<file path="src/rtl/wt_mult_pkg.sv">
// wt_mult_pkg: shared state encoding and default sizing for the sequential CSA multiplier.
package wt_mult_pkg;
    localparam int N_DEF = 8;
    localparam int PW = 2 * N_DEF;
    localparam int CW = (N_DEF > 1) ? $clog2(N_DEF) : 1;
    typedef enum logic [1:0] {
        IDLE    = 2'd0,
        REDUCE  = 2'd1,
        RESOLVE = 2'd2,
        DONE    = 2'd3
    } state_t;
endpackage

</file>
<file path="src/rtl/wt_mult_seq_ctrl_csa_row.sv">
// csa_row: one row of bitwise 3:2 compressors; the caller shifts the carry vector.
import wt_mult_pkg::*;

module csa_row #(
    parameter int W = PW
) (
    input  logic [W-1:0] x,
    input  logic [W-1:0] y,
    input  logic [W-1:0] z,
    output logic [W-1:0] s,
    output logic [W-1:0] c
);
    assign s = x ^ y ^ z;
    assign c = (x & y) | (x & z) | (y & z);
endmodule

</file>
<file path="src/rtl/wt_mult_seq_ctrl.sv">
// wt_mult_seq_ctrl: iterative carry-save multiplier, one partial-product row per cycle
// through a shared csa_row, final carry-propagate add in RESOLVE.
import wt_mult_pkg::*;

module wt_mult_seq_ctrl #(
    parameter int N = N_DEF
) (
    input  logic           clk,
    input  logic           rst_n,
    input  logic           in_valid,
    output logic           in_ready,
    input  logic [N-1:0]   a,
    input  logic [N-1:0]   b,
    output logic           out_valid,
    input  logic           out_ready,
    output logic [2*N-1:0] product,
    output logic           busy
);
    localparam int W    = 2 * N;
    localparam int CNTW = (N > 1) ? $clog2(N) : 1;

    state_t          r_state, w_next;
    logic [N-1:0]    r_a, r_b;
    logic [W-1:0]    r_s, r_c, r_product;
    logic [CNTW-1:0] r_cnt;
    logic [W-1:0]    w_pp, w_sum, w_maj;

    assign w_pp = ({{N{1'b0}}, r_a} & {W{r_b[r_cnt]}}) << r_cnt;

    csa_row #(.W(W)) u_csa (
        .x(r_s),
        .y(r_c),
        .z(w_pp),
        .s(w_sum),
        .c(w_maj)
    );

    always_ff @(posedge clk or negedge rst_n) begin
        if (!rst_n) r_state <= IDLE;
        else        r_state <= w_next;
    end

    always_comb begin
        w_next = r_state;
        case (r_state)
            IDLE:    w_next = in_valid ? REDUCE : IDLE;
            REDUCE:  w_next = (r_cnt == CNTW'(N - 1)) ? RESOLVE : REDUCE;
            RESOLVE: w_next = DONE;
            DONE:    w_next = out_ready ? IDLE : DONE;
            default: w_next = IDLE;
        endcase
    end

    always_comb begin
        in_ready  = (r_state == IDLE);
        busy      = (r_state != IDLE);
        out_valid = (r_state == DONE);
    end

    // Carry bit 2N falls off the shift; arithmetic is mod 2^2N and the product fits.
    always_ff @(posedge clk or negedge rst_n) begin
        if (!rst_n) begin
            r_a       <= '0;
            r_b       <= '0;
            r_s       <= '0;
            r_c       <= '0;
            r_cnt     <= '0;
            r_product <= '0;
        end else begin
            if (r_state == IDLE && in_valid) begin
                r_a   <= a;
                r_b   <= b;
                r_s   <= '0;
                r_c   <= '0;
                r_cnt <= '0;
            end
            if (r_state == REDUCE) begin
                r_s   <= w_sum;
                r_c   <= {w_maj[W-2:0], 1'b0};
                r_cnt <= r_cnt + 1'b1;
            end
            if (r_state == RESOLVE) r_product <= r_s + r_c;
        end
    end

    assign product = r_product;
endmodule

</file>
<file path="config.mk">
export PLATFORM = sky130hd
export DESIGN_NAME = wt_mult_seq_ctrl
export DESIGN_NICKNAME = d
export VERILOG_FILES = /design/src/rtl/wt_mult_pkg.sv /design/src/rtl/wt_mult_seq_ctrl_csa_row.sv /design/src/rtl/wt_mult_seq_ctrl.sv
export SDC_FILE = /design/constraint.sdc
export NUM_CORES = 1
export LEC_CHECK = 0
export ABC_AREA = 1
export CAP_MARGIN = 20
export CORE_MARGIN = 4
export CORE_UTILIZATION = 25
export DETAILED_ROUTE_END_ITERATION = 8
export GPL_TIMING_DRIVEN = 0
export PLACE_DENSITY_LB_ADDON = 0.05
export SETUP_SLACK_MARGIN = 0.3
export SLEW_MARGIN = 20
export SYNTH_ARGS = -nofsm -noshare
export SYNTH_HDL_FRONTEND = slang
export SYNTH_HIERARCHICAL = 1
export SYNTH_SLANG_ARGS = --single-unit
</file>
<file path="constraint.sdc">
create_clock -name clk -period 3.2 [get_ports clk]
set_input_delay 0.32 -clock clk [delete_from_list [all_inputs] [get_ports clk]]
set_output_delay 0.32 -clock clk [all_outputs]
set_load 0.005 [all_outputs]
</file>
# After elaboration in Yosys (flattened, before gate mapping)
# Index checks and enable logic that the tools add are counted.
# classes
add_sub_neg	2
multipliers	0
div	0
order_cmp	1
eq_ne	4
n_shift	1
n_mux	11
bitwise	8
reduce_logical	4
# op_table
cell	n
$mux W16	3
$and A15 B15 Y15	3
$xor A16 B16 Y16	2
$or A15 B15 Y15	2
$add A16 B16 Y16	1
$and A8 B16 Y16	1
$shl A16 B3 Y16	1
$pmux W2 S4	1
$mux W3	2
$eq A2 B2 Y1 const B	2
$lt A3 B4 Y1 const B	1
$mux W2	2
$reduce_bool A2 Y1	2
$add A3 B1 Y3 const B	1
$bmux W1 S3	1
$eq A3 B3 Y1 const B	1
$eq A2 B1 Y1 const B	1
$logic_not A2 Y1	1
$mux W1	2
$logic_and A1 B1 Y1	1
# word_totals
ff_bits	69
latchBits	0
ramBits	0
mem_bits_ro	0
output_inout_bits	19
mem_count	0

# Longest topological paths before layout
# Gate-level depths: netlist (run 1).
# logic_depth
depth_word	8
ltp_mapped	12
depth_no_buf	12

# Cells and area by module
# Netlist (run 1), hierarchy kept.
# modules_own_cells
module	n_inst	cells_per_inst	area_each_um2	seq_area_each_um2
wt_mult_seq_ctrl	1	479	3776.1	1701.6
csa_row	1	16	320.3	0.0

# Worst setup path after synthesis (run 1)
# OpenSTA, ideal clock, no wires.
# synth_timing
kind	register to register
startpoint	register r_cnt[0]
endpoint	register r_s[3]
setup_ns	0.118
t_arrival_ns	1.844
slack_ns	1.238
path_stages_with_launch	13
path_buffers	2
period_less_slack_ns	1.962
path_cell_list	dfrtp_1 -> buf_6 -> nand2_1 -> nand3_2 -> nand3_2 -> buf_6 -> nand4_1 -> nand3_1 -> nand2_1 -> nor2_1 -> fa_1 -> nand2_1 -> nand2_1
# synth_between
elab_chain_len	6
# synth_rtl
element	line_no	text
from (decl)	wt_mult_seq_ctrl.sv:25	logic [CNTW-1:0] r_cnt;
from (signal assigned)	wt_mult_seq_ctrl.sv:80	r_cnt <= r_cnt + 1'b1;
$bmux W1 S3	wt_mult_seq_ctrl.sv:28	assign w_pp = ({{N{1'b0}}, r_a} & {W{r_b[r_cnt]}}) << r_cnt;
$mux W1 (not written as such)	wt_mult_seq_ctrl.sv:28	
$and A8 B16 Y16	wt_mult_seq_ctrl.sv:28	
$shl A16 B3 Y16 (*)	wt_mult_seq_ctrl.sv:28	
net w_pp[3]	wt_mult_seq_ctrl.sv:26	logic [W-1:0] w_pp, w_sum, w_maj;
$xor A16 B16 Y16 (*)	wt_mult_seq_ctrl_csa_row.sv:13	assign s = x ^ y ^ z;
net w_sum[3]	wt_mult_seq_ctrl.sv:26	
$mux W16 (*)	wt_mult_seq_ctrl.sv:77	if (r_state == REDUCE) begin
to (signal assigned)	wt_mult_seq_ctrl.sv:78	r_s <= w_sum;
to (decl)	wt_mult_seq_ctrl.sv:24	logic [W-1:0] r_s, r_c, r_product;
# The timed path passes the listed nets; every way through them passes the cells marked *. The select of a mux whose other input is x is not followed.
# A chain may end at the register's enable or synchronous reset.

# Worst setup path in the final report (run 1)
# Same ends and word-level chain as after synthesis.

==> flow_metrics.tcl, run 1 <==
set metrics [dict create \
    grt_pass1_wl_mm 18.0 \
    dp_slack_ns 0.891 \
    clock.fmax_mhz 436 \
    drc 0 \
    io_buffers 38 \
    dieWidth_um 136 \
    num_vias 3407 \
    clockRootBuffer "clkbuf_16" \
    grt_pass1_vias 3518 \
    period_needed_ns 2.29 \
    worst_pin_slew_ns 0.555 \
    ys_ff_latch 68 \
    cts_tree "built" \
    crit_fanout 10 \
    die_y_um 136 \
    viasPerCell 4.45 \
    hold_class "in2async" \
    place_hpwl_mm 8.27 \
    n_antenna_cell 0 \
    period_share_pct 71.6 \
    cts_max_level 3 \
    synth_warnings 6 \
    wl_mm 10.5 \
    cts_setup_buffers 0 \
    syn_inst 495 \
    maxCapViolations 0 \
    p_leak_nw 2.51 \
    dieArea_um2 18500 \
    cts.sinks 68 \
    ios 39 \
    ys_types 32 \
    endpoint_kind "flop" \
    drt_first_pass_iters 4 \
    finClkSkew_ns 0.00552 \
    clkSlewWorstSetupHoldPaths_ns 0.06 \
    multi_input_area_um2 2170 \
    clk_latency_ns 0.34 \
    rsz0062_at_grt "false" \
    floorplan.rows 46 \
    cp.arrival_ns 2.53 \
    reg2reg_depth 12 \
    coreArea_um2 15900 \
    netlist.area_leader.share_pct 41.5 \
    final_nets 600 \
    cts_buffer_depth 2 \
    grt.total_usage_pct 12.5 \
    layout_setup_ws_ns 0.908 \
    yosysTopAreaCell "dfrtp_1" \
    initial_core_util_pct 25.7 \
    grt_max_degree 53 \
    drive_gt1_share_pct 7.09 \
    ir_drop_v 0.000328 \
    setup_viol 0 \
    postRouteAntennaNets 0 \
    maxSlewHeadroom_pct 63.0 \
    nFillCells 1702 \
    post-route-util_pct 31.7 \
    slew_viol_final 0 \
    outcome "finished clean" \
    antenna_found_initial 0 \
    synth_area_um2 4100 \
    cp-start-kind "flop" \
    drt_iter0_markers 111 \
    finalPower_mw 5.33 \
    finalHoldViolations 0 \
    cp.required_ns 3.43 \
    yosysSeqAreaShare_pct 41.5 \
    syn_to_final_growth_pct 23.5 \
    routedWlPerCell_um 13.8 \
    gp_congestion 0.827 \
    syn_avg_cell_area_um2 8.28 \
    regArea_um2 1700 \
    overflow 0 \
    cts-buffers-inserted 9 \
    crit_type "reg2reg" \
    synthTopCellsByArea "dfrtp_1 (42%), nand2_1 (14%), nand3_1 (8.6%)" \
    cellPowerDensity_nw_per_um2 1050 \
]
==> routing by layer <==
metal	vias to the layer above	routed length [µm]	global-route usage (%)
li1	1746	-	-
met1	1586	5070	16.1
met2	57	4910	20.4
met3	18	340	2.48
met4	0	225	4.98
met5	-	0	0
==> critical path, cell delays in order (launching register included) <==
cell	delay [ns]
dfrtp_1	0.45
buf_6	0.18
nand2_1	0.08
nand3_2	0.08
nand3_2	0.13
buf_6	0.15
nand4_1	0.11
nand3_1	0.14
nand2_1	0.07
nor2_1	0.21
fa_1	0.45
nand2_1	0.07
nand2_1	0.05
==> final cells by class <==
cell class / count / area share, %
multi-input cells: 376 / 42.8
flip-flops and latches: 68 / 33.6
repair buffers: 40 / 8.21
well taps: 216 / 5.34
clock buffers: 11 / 4.60
plain buffers: 23 / 2.42
inverters: 29 / 2.15
clock inverters: 3 / 0.791
==> Yosys cell counts <==
cell type  number
a21o_1          2
a21oi_1        23
a31oi_1         1
and2_4          1
buf_1           2
buf_2           8
buf_4           1
buf_6           3
clkbuf_1        9
clkinv_1        1
conb_1          1
dfrtp_1        68
fa_1           17
ha_1           16
inv_1          27
inv_2           1
mux2_2          8
nand2_1       154
nand3_1        70
nand3_2         3
nand3b_1        3
nand4_1        15
nor2_1         29
nor3_1          2
o211ai_1        1
o21a_1          1
o21ai_0        16
o21ai_1         1
o21bai_1        1
or2_0           2
xnor2_1         4
xor2_1          4
==> power breakdown <==
group,internal [mW],switching [mW]
logic,1.14,1.67
registers,1.25,0.301
clock network,0.592,0.381
==> repair_timing <==
action                                 CTS  global route
endpoints found under the hold margin   16             0
hold buffers                             1             0
gates resized for setup                  0             0
==> cell families after synthesis <==
| group | count (synthesis) | share of synthesized area [%] |
|---|---|---|
| compound gates | 46 | 5.96 |
| fa+ha+maj | 33 | 13.2 |
| flops | 68 | 41.5 |
| buf+inv | 52 | 5.65 |
| xor+xnor | 8 | 1.71 |
| simple gates | 279 | 29.7 |
| other cells | 1 | 0.0915 |
| mux | 8 | 2.20 |
==> final timing paths <==
| kind | startpoint | to | slack (ns) |
|---|---|---|---|
| max | r_cnt[0] | r_s[3] | 0.91 |
| min in group clk | product[1] | product[1] | 0.47 |
| max reg2reg | r_cnt[0] | r_s[3] | 0.91 |
| max in group asynchronous | rst_n | r_s[13] | 2.27 |
| min | rst_n | product[2] | 0.39 |
| min reg2reg | product[1] | product[1] | 0.47 |
==> state kept, by name (all words and copies together) (netlist names) <==
signal,count
r_s,16
product,16
r_cnt,3
r_b,8
r_a,8
r_state,2
r_c,15
==> cell usage in the layout, fill, tap and decap left out, drive strengths merged <==
master         synthesis  routed
xnor2                  4       4
nand4                 15      15
nand3                 73      73
nand2                154     154
clkdlybuf4s50          0      37
nor2                  29      29
o21ai                 17      17
o211ai                 1       1
bufinv                 0       1
buf                   14      16
clkbuf                 9      20
ha                    16      16
nand3b                 3       3
a21o                   2       2
or2                    2       2
a21oi                 23      23
a31oi                  1       1
clkinv                 1       3
inv                   28      28
o21a                   1       1
fa                    17      17
nor3                   2       2
xor2                   4       4
o21bai                 1       1
conb                   1       2
dfrtp                 68      68
dlygate4sd3            0       1
mux2                   8       8
and2                   1       1
==> metrics by stage <==
stage,TNS (ns),instance area (µm²),cells,hold WS (ns)
6_report,0,5060,766,0.386
4_1_cts,0,5060,766,0.394
5_1_grt,0,5060,766,0.413
2_1_floorplan,0,4100,496,0.0244
3_3_place_gp,-56.03,4750,750,0.455
3_5_place_dp,0,4780,751,0.216
Power figures use the tool's default switching activity.
==> run 2: changes to the inputs <==
Clock period 3.2 ns to 2 ns, I/O delays scaled along.
==> flow_metrics.tcl, run 2 (synthesized netlist as in run 1, its figures left out) <==
set metrics [dict create \
    outcome "complete, but fails checks" \
    violations "setup timing" \
    nFillCells 1653 \
    cellPowerDensity_nw_per_um2 1720 \
    clockRootBuffer "clkbuf_16" \
    pwr-share-comb_pct 57.8 \
    cts.sinks 68 \
    antenna_found_initial 0 \
    p_int_mw 5.60 \
    drt_iter0_markers 136 \
    cts_max_level 3 \
    routedWlPerCell_um 14.3 \
    place_hpwl_mm 8.31 \
    ios 39 \
    initial_core_util_pct 25.7 \
    die_y_um 136 \
    clkPwrFrac_pct 16.5 \
    final_common_cell "nand2_1" \
    final_cell_mix "nand2_1 (128), dfrtp_1 (61), nand3_1 (42)" \
    grt_max_degree 52 \
    io_buffers 38 \
    cp.required_ns 2.24 \
    clock.fmax_mhz 468 \
    rsz0062_at_grt "true" \
    floorplan.rows 46 \
    gp_congestion 0.805 \
    viasPerCell 4.48 \
    cts-buffers-inserted 9 \
    dp_slack_ns -0.221 \
    crit_type "reg2reg" \
    endpoint_kind "flop" \
    setup_viol 14 \
    period_share_pct 107 \
    p_seq_share_pct 25.8 \
    cp.arrival_ns 2.37 \
    n_antenna_cell 0 \
    grt.total_usage_pct 13.2 \
    slew_viol_final 0 \
    wl_mm 11.3 \
    p_leak_nw 2.70 \
    layout_setup_ws_ns -0.138 \
    p_sw_share_pct 44.5 \
    dieArea_um2 18500 \
    finalHoldWorstSlack_ns 0.271 \
    coreArea_um2 15900 \
    finalHoldViolations 0 \
    cts_buffer_depth 2 \
    clkSlewWorstSetupHoldPaths_ns 0.06 \
    power.switching_mw 4.49 \
    dieWidth_um 136 \
    num_vias 3545 \
    clk_latency_ns 0.34 \
    drive_gt1_share_pct 30.8 \
    drt_first_pass_iters 5 \
    ir_drop_v 0.000521 \
    postRouteAntennaNets 0 \
    worst_pin_slew_ns 0.574 \
    drc 0 \
    maxSlewHeadroom_pct 61.8 \
    crit_fanout 5 \
    finClkSkew_ns 0.00765 \
    final_nets 623 \
    cts_tree "built" \
    cp-start-kind "flop" \
    grt_pass1_wl_mm 18.9 \
    overflow 0 \
    grt_pass1_vias 3717 \
    syn_to_final_growth_pct 42.9 \
    hold_class "in2async" \
    period_needed_ns 2.14 \
    maxCapViolations 0 \
]
[run 2: cell count changes in the layout (fill, tap and decap cells not counted), moves of 7 or more]
cell / previous run / this run
buf_4: 2 / 20
a21oi_1: 23 / 16
dfrtp_1: 68 / 61
nor2_1: 29 / 18
fa_2: 0 / 10
nand3_1: 70 / 42
nand3_2: 3 / 28
nand2_2: 0 / 25
ha_1: 16 / 3
fa_1: 17 / 7
dfrtp_2: 0 / 7
nand2_1: 154 / 128
ha_4: 0 / 13
[run 2: metrics by stage]
step | cells | util (%) | total power [mW] | TNS (ns) | cell area, µm²
after CTS | 783 | 34.5 | 9.63 | -1.16 | 5500
after global routing | 791 | 36.7 | 11.1 | -4.33 | 5850
after floorplan | 496 | - | 5.67 | 0 | 4140
after detailed placement | 751 | 30.2 | 7.20 | -3.36 | 4810
after global placement | 750 | 30.0 | 7.16 | -133.54 | 4790
final | 791 | 36.7 | 10.1 | -1.14 | 5850
[run 2: power groups by stage]
stage / Combinational (mW) / Sequential [mW] / Clock, mW
after CTS: 5.36 / 2.55 / 1.72
after global placement: 4.64 / 2.52 / 0
final: 5.83 / 2.60 / 1.66
after detailed placement: 4.67 / 2.53 / 0
after floorplan: 3.25 / 2.42 / 0
after global routing: 6.62 / 2.70 / 1.76
[run 2: repair_timing]
action / CTS / global route
pin swaps: 34 / 45
gates resized for setup: 63 / 67
endpoints found under the hold margin: 17 / 0
hold buffers: 1 / 0
buffers inserted: 13 / 8
setup endpoints to repair: 39 / 42
gates cloned: 2 / 0
[run 2: per-layer routing]
| metal | track usage [%] | wire [µm] | vias to the layer above |
|---|---|---|---|
| met1 | 16.9 | 5230 | 1694 |
| met2 | 21.7 | 5490 | 51 |
| met5 | 0 | 0 | - |
| li1 | - | - | 1782 |
| met3 | 2.33 | 366 | 18 |
| met4 | 5.66 | 192 | 0 |
[run 2: worst max-delay path, cell delays in order (launching register included)]
cell	delay [ns]
dfrtp_2	0.45
buf_6	0.14
nand2_2	0.05
nand3_2	0.07
nand3_4	0.12
buf_6	0.13
nand4_1	0.14
nand2_2	0.14
nand2_2	0.07
nor2_4	0.15
fa_2	0.44
nand2_1	0.07
nand2_1	0.05
[run 2: final timing paths]
check / depth (start not counted) / to / slack, ns / startpoint
max in group asynchronous: 3 / r_s[9] / 1.17 / rst_n
max reg2reg: 12 / r_s[1] / -0.14 / r_cnt[0]
min: 2 / product[2] / 0.27 / rst_n
max: 12 / r_s[1] / -0.14 / r_cnt[0]
min reg2reg: 2 / product[10] / 0.47 / product[10]
min in group clk: 3 / r_b[5] / 0.43 / b[5]
[run 2: cell type report]
class	count	area, µm²	area share, %
buffer	23	129	2.20
clock buffer	12	256	4.38
clock inverter	4	47.5	0.812
inverter	29	111	1.90
multi-input combinational	376	2730	46.6
sequential	68	1710	29.2
tap	216	270	4.62
timing repair buffer	63	603	10.3
==> run 3: changes to the inputs <==
Settings changed: CORE_MARGIN 4 to 1, SLEW_MARGIN 20 to 25.
==> flow_metrics.tcl, run 3 (synthesized netlist as in run 1, its figures left out) <==
set metrics [dict create \
    coreArea_um2 15900 \
    fin_setup_tns_ns -1.32 \
    maxCapViolations 0 \
    grt_max_degree 42 \
    clock.fmax_mhz 472 \
    cellPowerDensity_nw_per_um2 1720 \
    final_cell_mix "nand2_1 (125), dfrtp_1 (63), nand3_1 (48)" \
    final_nets 625 \
    endpoint "r_s[6]" \
    finClkSkew_ns 0.00551 \
    cts_max_level 3 \
    cp-start-kind "flop" \
    endpoint_kind "flop" \
    routedWlPerCell_um 14.3 \
    p_sw_share_pct 44.8 \
    cp.arrival_ns 2.36 \
    dieArea_um2 16900 \
    slew_viol_final 0 \
    ios 39 \
    reg2reg_depth 12 \
    worst_pin_slew_ns 0.584 \
    crit_fanout 6 \
    gp_congestion 0.809 \
    power.switching_mw 4.50 \
    grtUsageMet1_pct 18.1 \
    finalHoldViolations 0 \
    fin_area_um2 5850 \
    cts_tree "built" \
    violations "setup timing" \
    r2r_end "r_s[6]" \
    dieWidth_um 130 \
    grt.total_usage_pct 14.9 \
    met2_usage_pct 25.5 \
    setup_viol 17 \
    outcome "complete, but fails checks" \
    pwr-share-comb_pct 58.8 \
    grt_pass1_vias 3697 \
    cts.sinks 68 \
    p_seq_share_pct 25.6 \
    postRouteAntennaNets 0 \
    overflow 0 \
    period_needed_ns 2.12 \
    clkPwrFrac_pct 15.6 \
    cts-buffers-inserted 9 \
    floorplan.rows 46 \
    crit_start "r_cnt[0]" \
    drt_first_pass_iters 4 \
    final_common_cell "nand2_1" \
    crit_cells 12 \
    p_leak_nw 2.74 \
    viasPerCell 4.50 \
    drt_iter0_markers 103 \
    p_int_mw 5.54 \
    place_hpwl_mm 8.22 \
    cp.required_ns 2.23 \
    crit_type "reg2reg" \
    layout_setup_ws_ns -0.121 \
    timing.critical_path.buf_inv 2 \
    clk_latency_ns 0.34 \
    clkSlewWorstSetupHoldPaths_ns 0.06 \
    initial_core_util_pct 25.7 \
    wl_mm 11.3 \
    num_vias 3572 \
    nFillCells 1663 \
    clockRootBuffer "clkbuf_16" \
    drive_gt1_share_pct 30.2 \
    hold_class "in2async" \
    crit_slowest_cell "dfrtp_2" \
    max_stage_delay_ns 0.46 \
    die_y_um 130 \
    cp_top_family "simple AND/OR/NAND/NOR gates" \
    place_area_um2 4810 \
    io_buffers 38 \
    rsz0062_at_grt "true" \
    finalHoldWorstSlack_ns 0.396 \
    drc 0 \
    period_share_pct 106 \
    n_antenna_cell 0 \
    cts_buffer_depth 2 \
    grt-busiest-layer "met2" \
    grt_pass1_wl_mm 18.8 \
    maxSlewHeadroom_pct 61.0 \
    r2r_start "r_cnt[0]" \
    grt_use_met3_pct 2.58 \
    syn_to_final_growth_pct 42.9 \
    antenna_found_initial 0 \
    ir_drop_v 0.000548 \
    worstPathCellList "buf_6, nand2_2, nand3_2, nand3_4, buf_6, nand4_1, nand3_1, nand3_1, nand2_2, fa_1, nand2_1, nand2_1" \
    post-route-util_pct 36.7 \
    r2r_slack_ns -0.12 \
]
==> run 3: changes by cell type in the layout (fill, tap and decap cells not counted), sizes merged <==
cell    change
bufinv      -1
buf         +2
clkinv      +1
==> run 3: repair_timing <==
action | in CTS | in global routing
setup endpoints to repair | 39 | 43
cloned | 2 | 0
gates resized for setup | 59 | 70
pin swaps | 38 | 34
hold buffers | 1 | 0
setup buffers | 13 | 10
hold endpoints to repair | 40 | 0
==> run 3: metal layers <==
layer | up-vias | routed length (µm)
met5 | - | 0
li1 | 1791 | -
met1 | 1713 | 5190
met2 | 54 | 5640
met4 | 0 | 224
met3 | 14 | 257
==> run 3: area by class of cell <==
cell class / count / area [µm²] / area share, %
tap: 216 / 270 / 4.62
clock inverter: 4 / 22.5 / 0.385
sequential: 68 / 1710 / 29.2
inverter: 29 / 111 / 1.90
timing repair buffer: 65 / 627 / 10.7
multi-input combinational: 376 / 2720 / 46.5
buffer: 23 / 128 / 2.18
clock buffer: 12 / 267 / 4.55
==> run 3: stage by stage <==
stage	power, mW	worst slack, ns	cells
2_1_floorplan	5.67	0.0929	496
3_3_place_gp	7.15	-1.94	750
3_5_place_dp	7.19	-0.222	751
4_1_cts	9.55	-0.101	783
5_1_grt	11.0	-0.239	793
6_report	10.0	-0.121	793
==> run 3: power groups by stage <==
stage / combinational, mW / sequential (mW) / clock, mW
finish: 5.90 / 2.57 / 1.57
global route: 6.66 / 2.67 / 1.68
CTS: 5.37 / 2.55 / 1.63
detailed placement: 4.66 / 2.53 / 0
global placement: 4.63 / 2.52 / 0
floorplan: 3.25 / 2.42 / 0
==> run 3: worst min path at each step <==
stage                 end  slack, ns  depth (start not counted)
2_1_floorplan  product[0]       -0.1                          0
3_3_place_gp   product[2]       0.45                          2
3_5_place_dp   product[2]       0.24                          1
4_1_cts        product[2]       0.42                          2
5_1_grt            r_b[4]       0.42                          3
6_report       product[2]       0.40                          2
